## src/rtl/keypad_scanner.sv

```systemverilog
// keypad_scanner: scans a 4x4 active-low key matrix, debounces whole scan frames and
// reports single accepted key presses as one-cycle events, with a direction decode
// for the four game direction keys.
module keypad_scanner #(
    parameter int unsigned SCAN_DIV        = 10_000,
    parameter int unsigned DEBOUNCE_FRAMES = 5
) (
    input  logic       clk,
    input  logic       reset,
    input  logic [3:0] key_row,
    output logic [3:0] key_col,
    output logic [3:0] key_code,
    output logic       key_valid,
    output logic       key_held,
    output logic [1:0] dir,
    output logic       dir_valid
);

    localparam int unsigned     DivW      = (SCAN_DIV > 1) ? $clog2(SCAN_DIV) : 1;
    localparam logic [DivW-1:0] DivLast   = DivW'(SCAN_DIV - 1);
    localparam logic [3:0]      DebFrames = 4'(DEBOUNCE_FRAMES);

    typedef enum logic [1:0] {StIdle, StPressChk, StHeld, StReleaseChk} state_e;

    logic [3:0]      row_meta_q, row_sync_q;
    logic [DivW-1:0] div_q;
    logic [1:0]      col_q;
    logic            sample, frame_done;
    logic [15:0]     mask_q, frame_mask;
    logic [4:0]      pop;
    logic [3:0]      single_code;
    logic            frame_none, frame_single;

    state_e     state_q, state_d;
    logic [3:0] cnt_q, cnt_d, cnt_inc, cand_q, cand_d;
    logic       accept, release_ok;

    logic [3:0] key_code_q, key_code_d;
    logic       key_valid_q, key_valid_d, key_held_q, key_held_d;
    logic [1:0] dir_q, dir_d;
    logic       dir_valid_q, dir_valid_d;

    // Two-flop synchronizer for the asynchronous row returns; idles at "nothing pressed".
    always_ff @(posedge clk or posedge reset) begin
        if (reset) begin
            row_meta_q <= 4'hF;
            row_sync_q <= 4'hF;
        end else begin
            row_meta_q <= key_row;
            row_sync_q <= row_meta_q;
        end
    end

    // Dwell counter and column select; each column is strobed for SCAN_DIV cycles.
    always_ff @(posedge clk or posedge reset) begin
        if (reset) begin
            div_q <= '0;
            col_q <= 2'd0;
        end else if (sample) begin
            div_q <= '0;
            col_q <= col_q + 2'd1;
        end else begin
            div_q <= div_q + 1'b1;
        end
    end

    assign sample     = (div_q == DivLast);
    assign frame_done = sample && (col_q == 2'd3);
    assign key_col    = ~(4'b0001 << col_q);

    // Press mask of the current frame with the column being sampled merged in; bit = row*4+col.
    always_comb begin
        frame_mask = mask_q;
        for (int unsigned r = 0; r < 4; r++) begin
            frame_mask[{r[1:0], col_q}] = ~row_sync_q[r[1:0]];
        end
    end

    // Store each column's presses at its sample point.
    always_ff @(posedge clk or posedge reset) begin
        if (reset) begin
            mask_q <= '0;
        end else if (sample) begin
            mask_q <= frame_mask;
        end
    end

    // Frame classification: population count plus the index of the (last) set bit.
    always_comb begin
        pop         = '0;
        single_code = '0;
        for (int unsigned i = 0; i < 16; i++) begin
            if (frame_mask[i]) begin
                pop         = pop + 5'd1;
                single_code = i[3:0];
            end
        end
    end

    assign frame_none   = (pop == 5'd0);
    assign frame_single = (pop == 5'd1);
    assign cnt_inc      = (cnt_q == 4'hF) ? cnt_q : cnt_q + 4'd1;

    // Debounce FSM state and candidate registers.
    always_ff @(posedge clk or posedge reset) begin
        if (reset) begin
            state_q <= StIdle;
            cnt_q   <= '0;
            cand_q  <= '0;
        end else begin
            state_q <= state_d;
            cnt_q   <= cnt_d;
            cand_q  <= cand_d;
        end
    end

    // Debounce next-state: only evaluated when a frame closes.
    always_comb begin
        state_d    = state_q;
        cnt_d      = cnt_q;
        cand_d     = cand_q;
        accept     = 1'b0;
        release_ok = 1'b0;
        if (frame_done) begin
            unique case (state_q)
                StIdle: begin
                    if (frame_single) begin
                        cand_d = single_code;
                        cnt_d  = 4'd1;
                        if (DebFrames == 4'd1) begin
                            accept  = 1'b1;
                            state_d = StHeld;
                        end else begin
                            state_d = StPressChk;
                        end
                    end
                end
                StPressChk: begin
                    if (!frame_single) begin
                        state_d = StIdle;
                    end else if (single_code == cand_q) begin
                        cnt_d = cnt_inc;
                        if (cnt_inc >= DebFrames) begin
                            accept  = 1'b1;
                            state_d = StHeld;
                        end
                    end else begin
                        cand_d = single_code;
                        cnt_d  = 4'd1;
                    end
                end
                StHeld: begin
                    // Extra keys while held are ignored: no rollover, no auto-repeat.
                    if (frame_none) begin
                        cnt_d = 4'd1;
                        if (DebFrames == 4'd1) begin
                            release_ok = 1'b1;
                            state_d    = StIdle;
                        end else begin
                            state_d = StReleaseChk;
                        end
                    end
                end
                StReleaseChk: begin
                    if (frame_none) begin
                        cnt_d = cnt_inc;
                        if (cnt_inc >= DebFrames) begin
                            release_ok = 1'b1;
                            state_d    = StIdle;
                        end
                    end else begin
                        state_d = StHeld;
                    end
                end
                default: state_d = StIdle;
            endcase
        end
    end

    // Output decode: event pulses, held flag and direction map.
    always_comb begin
        key_code_d  = key_code_q;
        key_valid_d = accept;
        key_held_d  = key_held_q;
        dir_d       = dir_q;
        dir_valid_d = 1'b0;
        if (accept) begin
            key_code_d = cand_d;
            key_held_d = 1'b1;
            case (cand_d)
                4'd1:    begin dir_d = 2'd0; dir_valid_d = 1'b1; end
                4'd9:    begin dir_d = 2'd1; dir_valid_d = 1'b1; end
                4'd4:    begin dir_d = 2'd2; dir_valid_d = 1'b1; end
                4'd6:    begin dir_d = 2'd3; dir_valid_d = 1'b1; end
                default: ;
            endcase
        end
        if (release_ok) begin
            key_held_d = 1'b0;
        end
    end

    // Registered outputs so pulses start the cycle after the closing sample.
    always_ff @(posedge clk or posedge reset) begin
        if (reset) begin
            key_code_q  <= '0;
            key_valid_q <= 1'b0;
            key_held_q  <= 1'b0;
            dir_q       <= '0;
            dir_valid_q <= 1'b0;
        end else begin
            key_code_q  <= key_code_d;
            key_valid_q <= key_valid_d;
            key_held_q  <= key_held_d;
            dir_q       <= dir_d;
            dir_valid_q <= dir_valid_d;
        end
    end

    assign key_code  = key_code_q;
    assign key_valid = key_valid_q;
    assign key_held  = key_held_q;
    assign dir       = dir_q;
    assign dir_valid = dir_valid_q;

endmodule

```

## config.mk

```make
export PLATFORM = sky130hd
export DESIGN_NAME = keypad_scanner
export DESIGN_NICKNAME = d
export VERILOG_FILES = /design/src/rtl/keypad_scanner.sv
export SDC_FILE = /design/constraint.sdc
export NUM_CORES = 1
export LEC_CHECK = 0
export BUFFER_PORTS_ARGS = -buffer_cell sky130_fd_sc_hd__clkbuf_2
export CORE_MARGIN = 2
export CORE_UTILIZATION = 45
export DETAILED_ROUTE_END_ITERATION = 10
export PLACE_DENSITY = 0.68
export SYNTH_ARGS = -nofsm -noshare
export SYNTH_HDL_FRONTEND = slang
export SYNTH_SLANG_ARGS = --single-unit
export TNS_END_PERCENT = 30
```

## constraint.sdc

```tcl
create_clock -name clk -period 13.6 [get_ports clk]
set_input_delay 2.72 -clock clk [delete_from_list [all_inputs] [get_ports clk]]
set_output_delay 2.72 -clock clk [all_outputs]
set_load 0.1 [all_outputs]
```

* After elaboration in Yosys (flattened, before gate mapping) *
Index checks and enable logic that the tools add are counted.

storage, ports and cells
  register bits = 59
  logic and storage cells = 155

operators by class
  $add $sub $neg = 18
  magnitude comparators = 9
  eq/ne operators = 19
  shift-type cells = 1
  multiplexer cells = 77
  bitwise logic cells = 5
  reduce and logical (&&, ||, !) cells = 13

operators by type and width
  cell                                                                                  count
  4-bit two-way mux                                                                     24
  5-bit by 1-bit adder with 5-bit output (second input constant)                        15
  5-bit two-way mux                                                                     15
  16-bit bitwise mux                                                                    4
  1-bit two-way mux                                                                     18
  2-bit one-hot mux with 4 select lines                                                 2
  4-bit one-hot mux with 4 select lines                                                 1
  14-bit by 1-bit adder with 14-bit output (second input constant)                      1
  14-bit equality test (second input constant)                                          1
  14-bit two-way mux                                                                    1
  2-bit two-way mux                                                                     7
  4-bit by 5-bit < comparator with 1-bit output (second input constant)                 2
  3-bit != test (second input constant)                                                 3
  1-bit demux with 2-bit select                                                         4
  4-bit by 3-bit equality test with 1-bit output (second input constant)                2
  4-bit equality test (second input constant)                                           2
  4-bit by 1-bit greater-or-equal comparator with 1-bit output (second input constant)  2
  2-bit != test (second input constant)                                                 4
  4-bit one-hot mux with 2 select lines                                                 1
  2-bit equality test (second input constant)                                           3
  6-bit AND reduction                                                                   1
  5-bit by 1-bit equality test with 1-bit output (second input constant)                1
  1-bit logical AND                                                                     5
  5-bit logical NOT                                                                     1
  19 further kinds                                                                      22

* Logic depth before layout (Yosys ltp) *
Gate-level depths: netlist of run 1.

  word-level depth = 47
  gate-level depth with buffers = 55

* Least setup slack after synthesis of run 1 *
No wires, ideal clock.

  path kind = register to register
  from = reg col_q[0]
  to = reg key_code_q[0] (netlist: key_code[0])
  setup time = 0.128 ns
  arrival time = 10.670 ns
  data required time = 13.472 ns
  setup slack = 2.802 ns
  cell stages (with the launch flop) = 55
  path buffers = 1
  clock period less this slack = 10.798 ns
  cell sequence = dfrtp_1 inv_1 ha_1 buf_6 inv_2 nor2_1 a21oi_1 ha_1 xnor2_1 ha_1 a21o_1 o21ai_0 inv_1 ha_1 mux2i_1 nor2_1 ha_1 a22oi_1 [19 not listed] a22o_1 a31o_2 ha_1 nand2_1 nand2_1 ha_1 nand2_1 xnor3_1 xor2_1 xnor2_4 xnor2_1 or3_1 a22oi_1 o21ai_1 xnor3_1 xnor3_2 nor4_4 mux2_1

on the way
  cells in the longest elaborated chain, start to end = 43
  elaborated cells on any way between the ends = 83
  those cells by class = add/sub: 15; order compare: 8; eq/ne: 3; mux: 52; reduce/logical: 5

ends and longest elaborated chain
  element                                                                                                                                                     line  source
  from (decl)                                                                                                                                                 27    logic [1:0] col_q;
  from (signal assigned)                                                                                                                                      61    col_q <= col_q + 2'd1;
  2-bit by 5-bit < comparator with 1-bit output (implied by the code) / 2-bit by 1-bit greater-or-equal comparator with 1-bit output (equally long branches)  75    frame_mask[{r[1:0], col_q}] = ~row_sync_q[r[1:0]];
  1-bit logical AND (implied by the code)                                                                                                                     75
  1-bit two-way mux (implied by the code)                                                                                                                     75
  1-bit demux with 2-bit select                                                                                                                               75
  16-bit bitwise mux (4 in series)                                                                                                                            75
  1-bit two-way mux                                                                                                                                           93    if (frame_mask[i]) begin
  5-bit by 1-bit adder with 5-bit output                                                                                                                      94    pop = pop + 5'd1;
  5-bit two-way mux                                                                                                                                           93
  [24 not listed]                                                                                                                                             -
  5-bit by 1-bit adder with 5-bit output                                                                                                                      94
  5-bit two-way mux                                                                                                                                           93
  5-bit by 1-bit adder with 5-bit output                                                                                                                      94
  5-bit two-way mux                                                                                                                                           93
  5-bit by 1-bit equality test with 1-bit output                                                                                                              101   assign frame_single = (pop == 5'd1);
  4-bit two-way mux (tied with other cells)                                                                                                                   139   if (!frame_single) begin
  4-bit one-hot mux with 2 select lines / 1-bit two-way mux (equally long branches)                                                                           125   unique case (state_q)
  4-bit two-way mux / 1-bit two-way mux (equally long branches)                                                                                               124   if (frame_done) begin
  to (signal assigned)                                                                                                                                        212   key_code_q <= key_code_d;
  to (decl)                                                                                                                                                   38    logic [3:0] key_code_q, key_code_d;

Several ways; a longest one is shown, not always the timed one.
A chain may end at the register's enable or synchronous reset.

* Final worst setup path of run 1 *
Same ends and word-level chain as after synthesis.

==> results of run 1 <==
## worst reg2reg max path, delay by kind of cell, from the launching register on
family                   cells  cell delay (ns)
buffers and inverters        4             0.42
multiplexers                 2             0.55
adder cells (fa/ha/maj)     13             3.78
AO/OA/AOI/OAI               16             2.81
XOR/XNOR                     7             2.12
AND/OR/NAND/NOR             10             1.63
flip-flops                   1             0.40
## area by class of cell
class	count	share of cell area, %
flip-flops and latches	59	27.35
well taps	140	3.223
clock buffers	10	2.348
inverters	27	1.865
multi-input cells	459	61.76
repair buffers	19	1.796
clock inverters	6	1.657
## cells by family (layout without fill, tap and decap cells)
kind of cell	Yosys count	after routing	share of synthesized area, %
multiplexers	19	19	4.050
XOR/XNOR	62	62	14.98
AO/OA/AOI/OAI	136	136	18.83
buffers and inverters	43	62	3.826
AND/OR/NAND/NOR	221	221	23.58
flip-flops	59	59	29.52
adder cells (fa/ha/maj)	21	21	5.217
## layer usage
metal  global-route usage [%]  share of wire [%]
met5                        0                  0
met4                    8.409                2.4
met3                    3.853                3.5
met2                    34.09                 48
met1                    26.90                 46
## registers in the layout (all words and copies together), names as in the netlist, 4 cells and up
register and cells:
row_sync_q 4, mask_q 16, div_q 14, key_code 4
cnt_q 4, row_meta_q 4, cand_q 4
## layout by cell type, fill, tap and decap left out, drive strengths merged, types with 8 or more instances in the layout
master	n
xnor2	32
mux2i	8
nand2b	13
inv	27
nor4	9
ha	21
nand2	62
and2	8
or3	12
xor2	20
nor3	12
dfstp	8
a21oi	23
clkbuf	28
nor2	43
xnor3	10
nor2b	14
o21ai	47
nand3	18
dfrtp	51
mux2	11
## worst max path at each step
stage	from	end	slack, ns	cells past startpoint
after floorplan	col_q[0]	key_code[0]	2.80	54
after global placement	col_q[0]	key_code[1]	2.34	52
after detailed placement	col_q[0]	key_code[1]	1.89	52
after CTS	col_q[0]	key_code[0]	1.83	52
after global routing	col_q[0]	key_code[1]	0.93	52
final	col_q[0]	key_code[0]	1.73	52
## stage by stage
stage | instances | util, %
after floorplan | 561 | -
after global placement | 704 | 47.92
after detailed placement | 704 | 47.92
after CTS | 720 | 49.92
after global routing | 720 | 49.92
final | 720 | 49.92
## power groups by stage
stage / Combinational, mW / Clock, mW / Sequential (mW)
3_3_place_gp: 0.0596 / 0 / 0.183
4_1_cts: 0.0623 / 0.179 / 0.179
3_5_place_dp: 0.0618 / 0 / 0.183
5_1_grt: 0.0704 / 0.188 / 0.179
6_report: 0.0625 / 0.174 / 0.179
2_1_floorplan: 0.0517 / 0 / 0.181
==> metrics.txt, run 1 <==
# TYPE chip_impl_metric gauge
chip_impl_info{name="outcome",value="finished clean"} 1
chip_impl_metric{name="comb_power_share",unit="%"} 15.0
chip_impl_info{name="end_kind",value="flop"} 1
chip_impl_metric{name="yosysWarnings",unit=""} 0
chip_impl_metric{name="sw_frac_of_total",unit="%"} 26.56
chip_impl_metric{name="setup_viol_count_final",unit=""} 0
chip_impl_metric{name="grt_pass1_wl",unit="mm"} 19.64
chip_impl_metric{name="leak_pwr",unit="nW"} 2.308
chip_impl_metric{name="aggregate_global_route_resource_usage",unit="%"} 20.77
chip_impl_metric{name="drt-initial-drc-count",unit=""} 315
chip_impl_metric{name="syn_area",unit="um^2"} 5036
chip_impl_info{name="holdPathEnd",value="row_sync_q[2]"} 1
chip_impl_metric{name="period_share",unit="%"} 87.31
chip_impl_metric{name="syn-mean-instance-area",unit="um^2"} 8.977
chip_impl_metric{name="filler_cell_count",unit=""} 1014
chip_impl_metric{name="max-vdd-ir-drop",unit="mV"} 0.08100
chip_impl_metric{name="cellPowerDensity",unit="nW/um^2"} 76.49
chip_impl_metric{name="dp_hpwl",unit="mm"} 8.910
chip_impl_metric{name="placed_cell_area",unit="um^2"} 5218
chip_impl_metric{name="numCtsBuffers",unit=""} 9
chip_impl_metric{name="number_of_max_slew_violations_in_the_final_report",unit=""} 0
chip_impl_info{name="tritoncts",value="yes"} 1
chip_impl_metric{name="arrival",unit="ns"} 12.10
chip_impl_metric{name="chip_height",unit="um"} 109.8
chip_impl_metric{name="power_report.internal_total",unit="uW"} 305.3
chip_impl_metric{name="timing.reg2reg.setup_slack",unit="ns"} 1.73
chip_impl_info{name="holdCritStartpoint",value="row_meta_q[2]"} 1
chip_impl_metric{name="drive_above_1_share",unit="%"} 16.38
chip_impl_metric{name="worst_skew_pair.late_latency",unit="ns"} 0.35
chip_impl_info{name="cell_with_the_most_instances_after_synthesis",value="sky130_fd_sc_hd__nand2_1"} 1
chip_impl_metric{name="mappedNetlistNets",unit=""} 588
chip_impl_metric{name="power.switching",unit="uW"} 110.4
chip_impl_metric{name="path_max_fanout",unit=""} 17
chip_impl_metric{name="synth-seq-cells",unit=""} 59
chip_impl_metric{name="maxCapViolCount",unit=""} 0
chip_impl_metric{name="post_layout_inst_area",unit="um^2"} 5435
chip_impl_metric{name="layout.nets",unit=""} 602
chip_impl_metric{name="final_estimated_routing_congestion_in_global_placement",unit=""} 0.8989
chip_impl_metric{name="finalWorstSetupSlack",unit="ns"} 1.726
chip_impl_metric{name="row_count",unit=""} 38
chip_impl_metric{name="clock-skew-final",unit="ns"} 0.01074
chip_impl_metric{name="grt_remaining_overflow",unit=""} 0
chip_impl_info{name="reg2reg_to",value="key_code[0]"} 1
chip_impl_metric{name="postCtsHoldBufs",unit=""} 0
chip_impl_info{name="synth_top_cells_by_count",value="sky130_fd_sc_hd__nand2_1, sky130_fd_sc_hd__dfrtp_1, sky130_fd_sc_hd__nor2_1, sky130_fd_sc_hd__o21ai_0, sky130_fd_sc_hd__xnor2_1"} 1
chip_impl_metric{name="cts_repair_resize_count",unit=""} 0
chip_impl_info{name="yosysTopAreaCell",value="sky130_fd_sc_hd__dfrtp_1"} 1
chip_impl_metric{name="clock_tree.htree_level_count",unit=""} 3
chip_impl_metric{name="share_seq_of_total_power",unit="%"} 43.1
chip_impl_metric{name="die_area",unit="um^2"} 12050
chip_impl_metric{name="totalWireLength",unit="mm"} 11.65
chip_impl_metric{name="worst_setup_hold_path_clk_slew",unit="ns"} 0.07
chip_impl_metric{name="wl_per_cell",unit="um"} 16.17
chip_impl_metric{name="cp_data_required_time",unit="ns"} 13.82
chip_impl_metric{name="syn_to_final_growth",unit="%"} 7.925
chip_impl_info{name="hold_class",value="flop to flop"} 1
chip_impl_info{name="crit_path_top_delay_cell",value="sky130_fd_sc_hd__xnor3_2"} 1
chip_impl_metric{name="async_reset_ff_share",unit="%"} 100.0
chip_impl_metric{name="hold-worst-slack",unit="ns"} 0.3476
chip_impl_metric{name="synthesis.instances",unit=""} 561
chip_impl_metric{name="cts_post_setup_buffers_inserted",unit=""} 0
chip_impl_metric{name="detail-route-antenna-nets",unit=""} 0
chip_impl_metric{name="diodes",unit=""} 0
chip_impl_metric{name="cts.sinks",unit=""} 59
chip_impl_metric{name="detail_route.first_pass.iterations",unit=""} 4
chip_impl_metric{name="finalCriticalPeriod",unit="ns"} 11.87
chip_impl_metric{name="path_buf_inv",unit=""} 4
chip_impl_metric{name="multi_input_comb_area",unit="um^2"} 3357
chip_impl_info{name="grt_setup_unrepaired",value="false"} 1
chip_impl_metric{name="grt_start_max_net_pins",unit=""} 60
chip_impl_metric{name="die_w",unit="um"} 109.8
chip_impl_info{name="path_common_cell",value="sky130_fd_sc_hd__ha_1"} 1
chip_impl_info{name="timing.rr.start",value="col_q[0]"} 1
chip_impl_metric{name="maximum_achievable_frequency",unit="MHz"} 84.22
chip_impl_metric{name="start_util",unit="%"} 46.25
chip_impl_metric{name="count_of_input_and_output_buffers",unit=""} 18
chip_impl_info{name="setup.worst_path.class",value="flop to flop"} 1
chip_impl_metric{name="relSlewSlack",unit="%"} 31.47
chip_impl_metric{name="min_path_cells",unit=""} 0
chip_impl_metric{name="worstRegToRegCells",unit=""} 52
chip_impl_metric{name="placement.setup.worst_slack",unit="ns"} 1.895
chip_impl_metric{name="worst_path_largest_cell_delay",unit="ns"} 0.44
chip_impl_metric{name="seq_area",unit="um^2"} 1486
chip_impl_metric{name="dr_total_vias",unit=""} 4161
chip_impl_metric{name="design.core.area",unit="um^2"} 10890
chip_impl_metric{name="grt_antenna_before_repair",unit=""} 0
chip_impl_metric{name="final_hold_viol_count",unit=""} 0
chip_impl_info{name="ys.flop_type",value="sky130_fd_sc_hd__dfrtp_1"} 1
chip_impl_metric{name="actual_transition_at_the_worst_max_transition_pin",unit="ns"} 1.025
chip_impl_metric{name="setup_tns",unit="ns"} 0
chip_impl_metric{name="max-clock-path-buffers",unit=""} 2
chip_impl_metric{name="synth_edf_count",unit=""} 0
chip_impl_metric{name="synth_sequential_area_ratio",unit="%"} 29.52
chip_impl_metric{name="floorplan.io_pins",unit=""} 19
chip_impl_metric{name="via_per_inst",unit=""} 5.779
chip_impl_metric{name="via_count_of_the_first_global_routing_pass",unit=""} 4122
chip_impl_metric{name="power_frac_clock",unit="%"} 41.8
chip_impl_info{name="timing.critical_path.max_delay_family",value="adder cells"} 1
chip_impl_info{name="cts_root_buffer",value="sky130_fd_sc_hd__clkbuf_8"} 1
chip_impl_metric{name="synth_top_cell_area_share",unit="%"} 25.34
chip_impl_metric{name="synth_cell_types",unit=""} 89
chip_impl_info{name="synth_area_leaders",value="sky130_fd_sc_hd__dfrtp_1, sky130_fd_sc_hd__ha_1, sky130_fd_sc_hd__xnor2_1"} 1
chip_impl_metric{name="post-route-drc-count",unit=""} 0
chip_impl_info{name="worst_setup_path_start_kind",value="flop"} 1
chip_impl_metric{name="fin_total_pwr",unit="uW"} 415.8
(Power assumes the default switching activity.)
==> inputs of run 2 (changes only) <==
--- a/config.mk
+++ b/config.mk
@@ -5,7 +5,9 @@
 export SDC_FILE = /design/constraint.sdc
 export NUM_CORES = 1
 export LEC_CHECK = 0
+export ABC_CLOCK_PERIOD_IN_PS = 13600
 export BUFFER_PORTS_ARGS = -buffer_cell sky130_fd_sc_hd__clkbuf_2
+export CORE_ASPECT_RATIO = 1.25
 export CORE_MARGIN = 2
 export CORE_UTILIZATION = 45
 export DETAILED_ROUTE_END_ITERATION = 10
==> run 2 against run 1 <==
Cell count shrank 0.56%. Global-route usage shrank 0.92 points. Clock skew shrank 0.0039 ns. Combinational power is essentially flat. Maximum frequency grew 0.90%. Routed wire length shrank 2.9%. Sequential power is essentially flat. Critical path depth grew 1. Flip-flop and latch count is the same. Clock power grew 27%. Utilization grew 0.075 points. Critical endpoint is now key_code[1]. Largest cell class unchanged. Largest power group is now clock. Highest routed layer unchanged.
==> metrics.txt, run 2 (synthesis gave the netlist of run 1 again) <==
# TYPE chip_impl_metric gauge
chip_impl_info{name="outcome",value="finished clean"} 1
chip_impl_metric{name="number_of_max_slew_violations_in_the_final_report",unit=""} 0
chip_impl_metric{name="finalCriticalPeriod",unit="ns"} 11.77
chip_impl_metric{name="grt_start_max_net_pins",unit=""} 60
chip_impl_info{name="cts_root_buffer",value="sky130_fd_sc_hd__clkbuf_16"} 1
chip_impl_metric{name="grt_antenna_before_repair",unit=""} 0
chip_impl_metric{name="period_share",unit="%"} 86.53
chip_impl_info{name="tritoncts",value="yes"} 1
chip_impl_info{name="layout_common_cells",value="sky130_fd_sc_hd__nand2_1, sky130_fd_sc_hd__dfrtp_1, sky130_fd_sc_hd__o21ai_0, sky130_fd_sc_hd__nor2_1, sky130_fd_sc_hd__xnor2_1"} 1
chip_impl_metric{name="cts.sinks",unit=""} 59
chip_impl_metric{name="row_count",unit=""} 43
chip_impl_metric{name="diodes",unit=""} 0
chip_impl_info{name="top_flop_regs",value="mask_q (16), div_q (14)"} 1
chip_impl_info{name="setup.worst_path.class",value="flop to flop"} 1
chip_impl_metric{name="clock-skew-final",unit="ns"} 0.006819
chip_impl_metric{name="chip_height",unit="um"} 122.3
chip_impl_metric{name="cp_data_required_time",unit="ns"} 13.81
chip_impl_metric{name="arrival",unit="ns"} 11.97
chip_impl_info{name="end_kind",value="flop"} 1
chip_impl_info{name="grt_most_used_layer",value="met2"} 1
chip_impl_metric{name="grt_pass1_wl",unit="mm"} 19.44
chip_impl_info{name="final_common_cell",value="sky130_fd_sc_hd__nand2_1"} 1
chip_impl_metric{name="postCtsHoldBufs",unit=""} 0
chip_impl_metric{name="design.core.area",unit="um^2"} 11030
chip_impl_metric{name="aggregate_global_route_resource_usage",unit="%"} 19.85
chip_impl_metric{name="setup_tns",unit="ns"} 0
chip_impl_metric{name="dr_total_vias",unit=""} 4131
chip_impl_metric{name="via_count_of_the_first_global_routing_pass",unit=""} 4056
chip_impl_metric{name="fin_total_pwr",unit="uW"} 463.2
chip_impl_metric{name="largest_register_ff_count",unit=""} 16
chip_impl_metric{name="worst_skew_pair.late_latency",unit="ns"} 0.33
chip_impl_metric{name="filler_cell_count",unit=""} 987
chip_impl_info{name="crit_path_top_delay_cell",value="sky130_fd_sc_hd__xnor3_2"} 1
chip_impl_metric{name="actual_transition_at_the_worst_max_transition_pin",unit="ns"} 1.004
chip_impl_metric{name="hold-worst-slack",unit="ns"} 0.3541
chip_impl_metric{name="layout.nets",unit=""} 603
chip_impl_metric{name="start_util",unit="%"} 45.66
chip_impl_metric{name="leak_pwr",unit="nW"} 2.352
chip_impl_metric{name="syn_to_final_growth",unit="%"} 9.491
chip_impl_metric{name="maxCapViolCount",unit=""} 0
chip_impl_info{name="most_flop_heavy_register",value="mask_q"} 1
chip_impl_metric{name="die_w",unit="um"} 98.62
chip_impl_metric{name="cellPowerDensity",unit="nW/um^2"} 84.01
chip_impl_metric{name="relSlewSlack",unit="%"} 32.86
chip_impl_metric{name="max-clock-path-buffers",unit=""} 2
chip_impl_info{name="path_common_cell",value="sky130_fd_sc_hd__ha_1"} 1
chip_impl_metric{name="worst_setup_hold_path_clk_slew",unit="ns"} 0.05
chip_impl_metric{name="detail-route-antenna-nets",unit=""} 0
chip_impl_metric{name="clock_tree.htree_level_count",unit=""} 3
chip_impl_metric{name="final_core_util",unit="%"} 49.99
chip_impl_metric{name="worst_path_largest_cell_delay",unit="ns"} 0.44
chip_impl_metric{name="numCtsBuffers",unit=""} 9
chip_impl_metric{name="detail_route.first_pass.iterations",unit=""} 5
chip_impl_metric{name="grt.met3_usage",unit="%"} 3.132
chip_impl_metric{name="final_estimated_routing_congestion_in_global_placement",unit=""} 0.9208
chip_impl_metric{name="max-vdd-ir-drop",unit="mV"} 0.09267
chip_impl_metric{name="dp_hpwl",unit="mm"} 8.628
chip_impl_metric{name="drive_above_1_share",unit="%"} 16.52
chip_impl_metric{name="met2_usage",unit="%"} 34.40
chip_impl_metric{name="grt.met1_usage",unit="%"} 24.75
chip_impl_metric{name="count_of_input_and_output_buffers",unit=""} 18
chip_impl_metric{name="totalWireLength",unit="mm"} 11.31
chip_impl_metric{name="final_hold_viol_count",unit=""} 0
chip_impl_metric{name="grt_remaining_overflow",unit=""} 0
chip_impl_metric{name="wl_per_cell",unit="um"} 15.79
chip_impl_metric{name="die_area",unit="um^2"} 12060
chip_impl_info{name="worst_setup_path_start_kind",value="flop"} 1
chip_impl_info{name="hold_class",value="flop to flop"} 1
chip_impl_metric{name="floorplan.io_pins",unit=""} 19
chip_impl_metric{name="path_max_fanout",unit=""} 17
chip_impl_metric{name="via_per_inst",unit=""} 5.770
chip_impl_info{name="grt_setup_unrepaired",value="false"} 1
chip_impl_metric{name="maximum_achievable_frequency",unit="MHz"} 84.98
chip_impl_metric{name="drt-initial-drc-count",unit=""} 185
chip_impl_metric{name="cts_post_setup_buffers_inserted",unit=""} 0
chip_impl_metric{name="cts_repair_resize_count",unit=""} 0
chip_impl_metric{name="post-route-drc-count",unit=""} 0
chip_impl_metric{name="setup_viol_count_final",unit=""} 0
==> run 2: cell types whose count changed in the layout (fill, tap and decap cells not counted), sizes merged <==
cell    change
bufinv      -1
clkbuf      +1
buf         +1
==> run 2: through the flow <==
| stage | setup WS (ns) | instance area [um^2] | std cells |
|---|---|---|---|
| 2_1_floorplan | 2.802 | 5036 | 561 |
| 3_3_place_gp | 2.382 | 5219 | 700 |
| 3_5_place_dp | 2.019 | 5219 | 700 |
| 4_1_cts | 1.963 | 5514 | 716 |
| 5_1_grt | 0.9756 | 5514 | 716 |
| 6_report | 1.832 | 5514 | 716 |
==> run 2: power breakdown <==
part           internal (mW)  switching (mW)
Combinational         0.0244          0.0378
Sequential             0.178         0.00162
Clock                  0.145          0.0759
Total                  0.348           0.115
==> run 2: final timing paths <==
kind                       slack [ns]  depth (start not counted)            end           from
hold / removal                   0.35                          0  row_sync_q[0]  row_meta_q[0]
min in group asynchronous        2.58                          3       div_q[8]          reset
max in group asynchronous       10.54                          3       div_q[1]          reset
hold reg to reg                  0.35                          0  row_sync_q[0]  row_meta_q[0]
setup reg to reg                 1.83                         53    key_code[1]       col_q[0]
setup / recovery                 1.83                         53    key_code[1]       col_q[0]
==> run 2: layout make-up <==
type | instances | area (um^2) | share of cell area (%)
multi-input cells | 459 | 3357 | 60.88
well taps | 135 | 168.9 | 3.063
clock inverters | 5 | 52.55 | 0.9530
clock buffers | 11 | 242.7 | 4.402
repair buffers | 20 | 105.1 | 1.906
inverters | 27 | 101.3 | 1.838
flip-flops and latches | 59 | 1486 | 26.96
==> run 2: worst max-delay path: cells and delay by family (launching register included) <==
family / cells / cell delay, ns
buffers and inverters: 4 / 0.41
muxes: 2 / 0.54
DFF: 1 / 0.39
xor gates and xnor gates: 7 / 2.04
AOI/OAI and AO/OA: 16 / 2.69
and+or+nand+nor: 11 / 1.75
adders and majority gates: 13 / 3.81
==> run 2: layer usage <==
layer  vias up  part of all wire (%)
li1       2043                     -
met1      1988                    45
met2        83                    51
met3        17                   2.4
met4         0                   2.0
met5         -                     0
